[src/rtl/amax10_qsys_mem_pkg.sv]
// Shared types and sizes for the two-master on-chip RAM arbiter.
// Combinational grant, one access per clock, one-cycle read return.
package amax10_qsys_mem_pkg;

  localparam int MASTER_ID_W = 1;
  localparam int MEM_ADDR_W  = 15;
  localparam int MEM_DATA_W  = 32;
  localparam int MEM_BE_W    = MEM_DATA_W / 8;
  localparam int MEM_DEPTH   = 32500;

  typedef struct packed {
    logic [MEM_ADDR_W-1:0] address;
    logic [MEM_BE_W-1:0]   byteenable;
    logic                  read;
    logic                  write;
    logic [MEM_DATA_W-1:0] writedata;
  } avmm_cmd_t;

endpackage

[src/rtl/amax10_qsys_rr_arb2.sv]
// Two-requester grant logic: round-robin pointer or fixed priority with an m1 starvation bound.
// Grant is combinational from the requests; pointer and hold counter update at the clock edge.
module amax10_qsys_rr_arb2
  import amax10_qsys_mem_pkg::*;
#(
  parameter int RR_EN    = 1,
  parameter int MAX_HOLD = 8
) (
  input  logic                   clk_i,
  input  logic                   reset_n_i,
  input  logic                   req0_i,
  input  logic                   req1_i,
  output logic                   gnt_vld_o,
  output logic [MASTER_ID_W-1:0] gnt_id_o
);

  localparam int HOLD_W = $clog2(MAX_HOLD + 1);

  logic [MASTER_ID_W-1:0] rr_last_q, rr_last_d;
  logic [HOLD_W-1:0]      hold_cnt_q, hold_cnt_d;

  always_comb begin
    gnt_vld_o = req0_i | req1_i;
    gnt_id_o  = '0;
    if (req0_i && req1_i) begin
      if (RR_EN != 0) gnt_id_o = ~rr_last_q;
      else            gnt_id_o = (hold_cnt_q == HOLD_W'(MAX_HOLD));
    end else if (req1_i) begin
      gnt_id_o = 1'b1;
    end
  end

  always_comb begin
    rr_last_d  = rr_last_q;
    hold_cnt_d = hold_cnt_q;
    if (gnt_vld_o) rr_last_d = gnt_id_o;
    // Counts only m0 wins that leave m1 waiting; any m1 grant or m1 idle restarts the window.
    if (!req1_i || (gnt_vld_o && gnt_id_o == 1'b1)) begin
      hold_cnt_d = '0;
    end else if (gnt_vld_o && hold_cnt_q != HOLD_W'(MAX_HOLD)) begin
      hold_cnt_d = hold_cnt_q + 1'b1;
    end
  end

  always_ff @(posedge clk_i) begin
    if (!reset_n_i) begin
      rr_last_q  <= 1'b1;
      hold_cnt_q <= '0;
    end else begin
      rr_last_q  <= rr_last_d;
      hold_cnt_q <= hold_cnt_d;
    end
  end

endmodule

[src/rtl/amax10_qsys_onchip_memory2_arbiter.sv]
// Two-master Avalon-MM arbiter for the single-port on-chip RAM: one access per clock,
// read data returned one cycle after grant; the losing master is held off with waitrequest.
module amax10_qsys_onchip_memory2_arbiter
  import amax10_qsys_mem_pkg::*;
#(
  parameter int ADDR_W   = MEM_ADDR_W,
  parameter int DATA_W   = MEM_DATA_W,
  parameter int DEPTH    = MEM_DEPTH,
  parameter int RR_EN    = 1,
  parameter int MAX_HOLD = 8
) (
  input  logic                clk_i,
  input  logic                reset_n_i,
  input  logic [ADDR_W-1:0]   m0_address_i,
  input  logic [DATA_W/8-1:0] m0_byteenable_i,
  input  logic                m0_read_i,
  input  logic                m0_write_i,
  input  logic [DATA_W-1:0]   m0_writedata_i,
  output logic                m0_waitrequest_o,
  output logic [DATA_W-1:0]   m0_readdata_o,
  output logic                m0_readdatavalid_o,
  input  logic [ADDR_W-1:0]   m1_address_i,
  input  logic [DATA_W/8-1:0] m1_byteenable_i,
  input  logic                m1_read_i,
  input  logic                m1_write_i,
  input  logic [DATA_W-1:0]   m1_writedata_i,
  output logic                m1_waitrequest_o,
  output logic [DATA_W-1:0]   m1_readdata_o,
  output logic                m1_readdatavalid_o,
  output logic [ADDR_W-1:0]   mem_address_o,
  output logic [DATA_W/8-1:0] mem_byteenable_o,
  output logic                mem_chipselect_o,
  output logic                mem_write_o,
  output logic [DATA_W-1:0]   mem_writedata_o,
  output logic                mem_clken_o,
  input  logic [DATA_W-1:0]   mem_readdata_i,
  output logic [15:0]         oor_count_o
);

  localparam logic [31:0] DEPTH_U = DEPTH;

  avmm_cmd_t              cmd0, cmd1, sel;
  logic                   req0, req1;
  logic                   gnt_vld;
  logic [MASTER_ID_W-1:0] gnt_id;
  logic                   oor;
  logic                   gnt_rd;

  logic                   rd_pend_q, rd_pend_d;
  logic [MASTER_ID_W-1:0] rd_owner_q, rd_owner_d;
  logic                   rd_oor_q, rd_oor_d;
  logic [15:0]            oor_count_q, oor_count_d;
  logic [DATA_W-1:0]      rd_data;

  assign cmd0 = '{address: m0_address_i, byteenable: m0_byteenable_i, read: m0_read_i,
                  write: m0_write_i, writedata: m0_writedata_i};
  assign cmd1 = '{address: m1_address_i, byteenable: m1_byteenable_i, read: m1_read_i,
                  write: m1_write_i, writedata: m1_writedata_i};

  // Requests are masked in reset so nothing is granted and both masters see waitrequest.
  assign req0 = reset_n_i & (m0_read_i | m0_write_i);
  assign req1 = reset_n_i & (m1_read_i | m1_write_i);

  amax10_qsys_rr_arb2 #(
    .RR_EN    (RR_EN),
    .MAX_HOLD (MAX_HOLD)
  ) u_arb (
    .clk_i     (clk_i),
    .reset_n_i (reset_n_i),
    .req0_i    (req0),
    .req1_i    (req1),
    .gnt_vld_o (gnt_vld),
    .gnt_id_o  (gnt_id)
  );

  assign sel    = (gnt_id == 1'b1) ? cmd1 : cmd0;
  assign oor    = gnt_vld && (32'(sel.address) >= DEPTH_U);
  // Read and write together is treated as a write.
  assign gnt_rd = gnt_vld && sel.read && !sel.write;

  assign m0_waitrequest_o = !(gnt_vld && gnt_id == 1'b0);
  assign m1_waitrequest_o = !(gnt_vld && gnt_id == 1'b1);

  assign mem_address_o    = sel.address;
  assign mem_byteenable_o = sel.byteenable;
  assign mem_writedata_o  = sel.writedata;
  assign mem_chipselect_o = gnt_vld && !oor;
  assign mem_write_o      = gnt_vld && !oor && sel.write;
  assign mem_clken_o      = 1'b1;

  always_comb begin
    rd_pend_d   = gnt_rd;
    rd_owner_d  = gnt_id;
    rd_oor_d    = oor;
    oor_count_d = oor_count_q;
    if (oor && oor_count_q != 16'hFFFF) oor_count_d = oor_count_q + 16'd1;
  end

  always_ff @(posedge clk_i) begin
    if (!reset_n_i) begin
      rd_pend_q   <= 1'b0;
      rd_owner_q  <= '0;
      rd_oor_q    <= 1'b0;
      oor_count_q <= '0;
    end else begin
      rd_pend_q   <= rd_pend_d;
      rd_owner_q  <= rd_owner_d;
      rd_oor_q    <= rd_oor_d;
      oor_count_q <= oor_count_d;
    end
  end

  // Gating with reset_n drops a return that lands in a reset cycle.
  assign rd_data            = rd_oor_q ? '0 : mem_readdata_i;
  assign m0_readdata_o      = rd_data;
  assign m1_readdata_o      = rd_data;
  assign m0_readdatavalid_o = reset_n_i && rd_pend_q && rd_owner_q == 1'b0;
  assign m1_readdatavalid_o = reset_n_i && rd_pend_q && rd_owner_q == 1'b1;
  assign oor_count_o        = oor_count_q;

endmodule

[config.mk]
export PLATFORM = sky130hd
export DESIGN_NAME = amax10_qsys_onchip_memory2_arbiter
export DESIGN_NICKNAME = d
export VERILOG_FILES = /design/src/rtl/amax10_qsys_mem_pkg.sv /design/src/rtl/amax10_qsys_rr_arb2.sv /design/src/rtl/amax10_qsys_onchip_memory2_arbiter.sv
export SDC_FILE = /design/constraint.sdc
export NUM_CORES = 1
export LEC_CHECK = 0
export BUFFER_PORTS_ARGS = -buffer_cell sky130_fd_sc_hd__buf_2
export CORE_AREA = 2 2 109 111
export CTS_CLUSTER_SIZE = 16
export DETAILED_ROUTE_END_ITERATION = 8
export DIE_AREA = 0 0 111 113
export PLACE_DENSITY = 0.64
export RECOVER_POWER = 25
export SLEW_MARGIN = 10
export SYNTH_ARGS = -nofsm -noshare
export SYNTH_HDL_FRONTEND = slang
export SYNTH_SLANG_ARGS = --single-unit
[constraint.sdc]
create_clock -name clk_i -period 5.7 [get_ports clk_i]
set_clock_uncertainty 0.05 [all_clocks]
set_input_delay 0.57 -clock clk_i [delete_from_list [all_inputs] [get_ports clk_i]]
set_output_delay 0.57 -clock clk_i [all_outputs]
set_load 0.03 [all_outputs]
After elaboration in Yosys (flattened, before gate mapping)

Cells that the tools add are included.

$add $sub $neg: 1
Multipliers: 0
Divide/modulo/power cells: 0
$lt $le $gt $ge: 1
Eq/ne operators: 1
Shift operators: 0
Muxes and demuxes: 4
Bitwise gates (word level): 8
Reduce and logical (&&, ||, !) cells: 16

Operators by type and width:

| operator                                                        | count |
|---|---|
| 53-bit 2-to-1 mux                                               | 1 |
| 32-bit 2-to-1 mux                                               | 1 |
| 16-bit by 1-bit adder with 16-bit output, second input constant | 1 |
| 16-bit inequality test, second input constant                   | 1 |
| 15-bit >= comparator, second input constant                     | 1 |
| 1-bit logical AND                                               | 12 |
| 1-bit zero test                                                 | 4 |
| 1-bit inverter                                                  | 3 |
| 1-bit bitwise OR                                                | 3 |
| 1-bit AND                                                       | 2 |
| 1-bit 2-to-1 mux                                                | 2 |

Flip-flop bits (word level): 20
Bits in latches: 0
RAM bits: 0
ROM bits: 0
Bits of input ports: 140
Memories: 0

Depth between registers and ports, before layout

Depth after elaboration: 10
Gate-level depth with buffers: 8
Mapped depth without buffers: 6

Modules after synthesis

A second synthesis with hierarchy kept.

Cells, all modules: 265
Area, all modules: 2238.4 µm²

By module, submodules not included:

| module                             | times used | cells each | area an instance (µm²) | seq. area each (µm²) |
|---|---|---|---|---|
| amax10_qsys_onchip_memory2_arbiter | 1          | 259        | 2182.1                 | 380.4 |
| amax10_qsys_rr_arb2                | 1          | 6          | 56.3                   | 20.0 |

Worst setup path after synthesis

OpenSTA, ideal clock, no wires.

Path type: input -> output
From: input m0_write_i
To: output mem_write_o
Arrival time: 2.345 ns
Required time: 5.080 ns
Path slack: 2.735 ns
Stages on the path: 7
Cell sequence: o21a_2 -> nor2_4 -> inv_2 -> a32oi_2 -> buf_2 -> and2_1 -> nor2b_1

Cells in the longest elaborated chain, start to end: 10
Elaborated cells on any way between the ends: 11

Ends and longest elaborated chain:

| element               | RTL line                                 | RTL |
|---|---|---|
| start, declared       | amax10_qsys_onchip_memory2_arbiter.sv:17 | `input logic m0_write_i,` |
| 1-bit bitwise OR (*)  | amax10_qsys_onchip_memory2_arbiter.sv:61 | `assign req0 = reset_n_i & (m0_read_i \| m0_write_i);` |
| 1-bit AND (*)         | amax10_qsys_onchip_memory2_arbiter.sv:61 |  |
| 1-bit logical AND     | amax10_qsys_rr_arb2.sv:25                | `if (req0_i && req1_i) begin` |
| 1-bit 2-to-1 mux      | amax10_qsys_rr_arb2.sv:25                |  |
| 53-bit 2-to-1 mux     | amax10_qsys_onchip_memory2_arbiter.sv:76 | `assign sel = (gnt_id == 1'b1) ? cmd1 : cmd0;` |
| 15-bit >= comparator  | amax10_qsys_onchip_memory2_arbiter.sv:77 | `assign oor = gnt_vld && (32'(sel.address) >= DEPTH_U);` |
| 1-bit logical AND     | amax10_qsys_onchip_memory2_arbiter.sv:77 |  |
| 1-bit zero test       | --                                       |  |
| 1-bit logical AND (*) | --                                       |  |
| via mem_chipselect_o  | amax10_qsys_onchip_memory2_arbiter.sv:32 | `output logic mem_chipselect_o,` |
| 1-bit logical AND (*) | amax10_qsys_onchip_memory2_arbiter.sv:88 | `assign mem_write_o = gnt_vld && !oor && sel.write;` |
| end, declared         | amax10_qsys_onchip_memory2_arbiter.sv:33 | `output logic mem_write_o,` |

The timed path passes the listed nets; every way through them passes the cells marked *.

Final worst setup path

From: input reset_n_i
To: output mem_write_o

Cells in the longest elaborated chain, start to end: 9
Elaborated cells on any way between the ends: 12

Ends and longest elaborated chain:

| element                                                      | RTL line                                                                           | RTL |
|---|---|---|
| start, declared                                              | amax10_qsys_onchip_memory2_arbiter.sv:13                                           | `input logic reset_n_i,` |
| 1-bit AND, on equally long branches                          | amax10_qsys_onchip_memory2_arbiter.sv:62, amax10_qsys_onchip_memory2_arbiter.sv:61 |  |
| 1-bit 2-to-1 mux / 1-bit logical AND (equally long branches) | amax10_qsys_rr_arb2.sv:28, amax10_qsys_rr_arb2.sv:25                               |  |
| 1-bit 2-to-1 mux                                             | amax10_qsys_rr_arb2.sv:25                                                          |  |
| 53-bit 2-to-1 mux                                            | amax10_qsys_onchip_memory2_arbiter.sv:76                                           |  |
| 15-bit >= comparator                                         | amax10_qsys_onchip_memory2_arbiter.sv:77                                           |  |
| 1-bit logical AND                                            | amax10_qsys_onchip_memory2_arbiter.sv:77                                           |  |
| 1-bit zero test                                              | amax10_qsys_onchip_memory2_arbiter.sv:88                                           |  |
| 1-bit logical AND                                            | amax10_qsys_onchip_memory2_arbiter.sv:88                                           |  |
| 1-bit logical AND (*)                                        | amax10_qsys_onchip_memory2_arbiter.sv:88                                           |  |

Every way passes the cells marked *; elsewhere a longest branch is shown, timed or not.

==> results.yml <==
cells_and_area:
  fin_util_pct: 30.9
  layout_common_cells: "buf_2 (240), nand2_1 (166), clkbuf_1 (37)"
  final_area_sq_mm: 0.00349
  area_growth_pct: 57.2
  final_cells: 738
  final_common_cell: "buf_2"
  n_antenna_cell: 0
  drive_above_1_share_pct: 42.4
  finalNetCount: 737
route:
  drt_wl_total_mm: 9.40
  dr.pass1.iters: 4
  viasPerCell: 4.14
  num_vias: 3054
  drtAntennaViolNets: 0
  drt_iter0_markers: 174
  route.detailed.drc: 0
  wl_per_cell_microns: 12.7
power_and_ir_drop:
  p_per_area_mw_per_mm2: 177
  p_leak_nw: 1.90
  peakVddDrop_mv: 0.123
  design_power_total_mw: 0.616
synth:
  synth_edf_count: 0
  ys_seq_area_share_pct: 18.0
  synthCells: 366
  synth-compound-area-share_pct: 12.2
  synthMuxAreaShare_pct: 1.35
  synth_flop_cell: "dfxtp_1"
  mappedNetlistArea_sq_mm: 0.00222
  syn-num-nets: 507
  synth_xor_area_share_pct: 0
  synth_cell_type_count: 42
  ys_ff_latch: 20
  synthArstFlopShare_pct: 0
  synth_fa_ha_area_share_pct: 0.564
  synth-simple-area-share_pct: 51.5
  synth_top_family_by_area: "simple AND/OR/NAND/NOR gates"
  ys_warn_count: 0
  syn_avg_cell_area_sq_um: 6.06
sta:
  slew_headroom_pct: -45.9
  worstMarginPinSlew_ps: 2190
  finalSetupViolations: 0
  setup_tns_ps: 0
  report.final.slew_viol_count: 54
  hold_ws_ps: 441
  finalHoldViolCount: 0
  fin_crit_ps: 4190
  worst_slack_ps: 1510
  fmax_mhz: 239
  rsz0062_at_grt: "false"
  fin_crit_sh_pct: 73.6
clock_network:
  clk_latency_ps: 250
  cts-htree-levels: 1
  path_clk_slew_ps: 50
  numCtsBuffers: 3
  cts_tree: "yes"
  cts_root_buf: "clkbuf_16"
  post_cts_buffers: 0
  ctsResizeCount: 0
  clockBufferDepth: 2
  hold_buffers: 0
  clock_sinks: 20
place:
  gp_congestion: 0.774
  hpwl_mm: 7.82
  placed_area_sq_mm: 0.00345
  io_buffers: 276
  pre_cts_slack_ps: 2120
  dp.cells: 734
worst_hold_path:
  hold_path_class: "reg2reg"
setup_path:
  cp_data_arrival_time_ps: 3570
  path_class: "in2out"
  required_ps: 5080
  crit_fanout: 53
  cp-start-kind: "input port"
  endpoint_kind: "output pin"
floorplanning:
  initial_core_util_pct: 19.7
  die_y_microns: 113
  die_area_sq_mm: 0.0125
  io_pins: 278
  die_w_microns: 111
  num_rows: 39
  coreArea_sq_mm: 0.0113
status:
  status: "complete, but fails checks"
  violations: "capacitance limit, slew limit"
global_routing:
  grt_pass1_wl_mm: 13.8
  grt_antenna_before_repair: 0
  grtUsageTotal_pct: 13.2
  overflow: 0
  grt_max_degree: 55
  grt_pass1_vias: 2647
job:
  maxCapViolations: 1
==> metal layers <==
metal,vias to the layer above,part of all wire [%],track usage (%)
li1,1624,-,-
met4,0,0.48,1.33
met5,-,0,0
met3,6,7.9,2.57
met2,126,48,22.4
met1,1298,44,18.1
==> worst paths after layout <==
kind                                              startpoint                           to  slack, ps  depth (start not counted)
worst max-delay path                               reset_n_i                  mem_write_o       1510                          7
worst min register to register   oor_count_o[5]$_SDFFE_PN0P_  oor_count_o[5]$_SDFFE_PN0P_        440                          2
worst max register to register  u_arb.rr_last_q$_SDFFE_PN1P_         rd_pend_q$_SDFF_PN0_       2820                          5
worst min-delay path             oor_count_o[5]$_SDFFE_PN0P_  oor_count_o[5]$_SDFFE_PN0P_        440                          2
==> final cells by class <==
cell class	instances	area, sq um
well taps	143	179
flip-flops and latches	20	400
repair buffers	278	1350
fillers	1274	7780
multi-input cells	289	1460
inverters	4	15.0
clock buffers	4	88.8
==> power by group <==
| group | internal [mW] | total (mW) | switching [mW] | leakage [nW] |
|---|---|---|---|---|
| Sequential | 0.142 | 0.143 | 0.00102 | 0.162 |
| Combinational | 0.0990 | 0.317 | 0.218 | 1.70 |
| Clock | 0.107 | 0.157 | 0.0498 | 0.0442 |
==> Yosys cell counts (2+ instances only) <==
cell type	count	area share, %
inv_1	3	0.51
o31ai_1	10	3.4
nor2b_1	33	9.3
nand4_1	6	1.7
o21ai_0	2	0.45
and2_1	2	0.56
mux2i_1	3	1.4
clkbuf_1	15	2.5
nand3_1	8	1.8
buf_4	33	11
nor3_1	3	0.68
or4_1	9	3.0
a21oi_1	11	2.5
and3_1	4	1.1
nand2b_1	3	0.85
nor2_1	6	1.0
buf_2	3	0.68
nand2_1	166	28
or3_1	2	0.56
dfxtp_1	20	18
o21bai_1	3	1.0
==> sequential cells by signal (all words and copies together), names as in the netlist <==
register and count:
rd_oor_q 1, u_arb.rr_last_q 1, oor_count_o 16, rd_pend_q 1, rd_owner_q 1
==> cell families after synthesis <==
group / Yosys count
and+or+nand+nor: 247
other: 1
DFF: 20
adders and majority gates: 1
buffers and inverters: 57
muxes: 3
AOI/OAI and AO/OA: 37
==> critical path, stage by stage <==
cell	delay [ps]
clkbuf_1	430
o21ai_2	200
nor2_4	130
clkbuf_1	1570
mux2i_1	280
nor2b_1	180
buf_2	210
No activity file was read; power rests on OpenSTA's default activity.
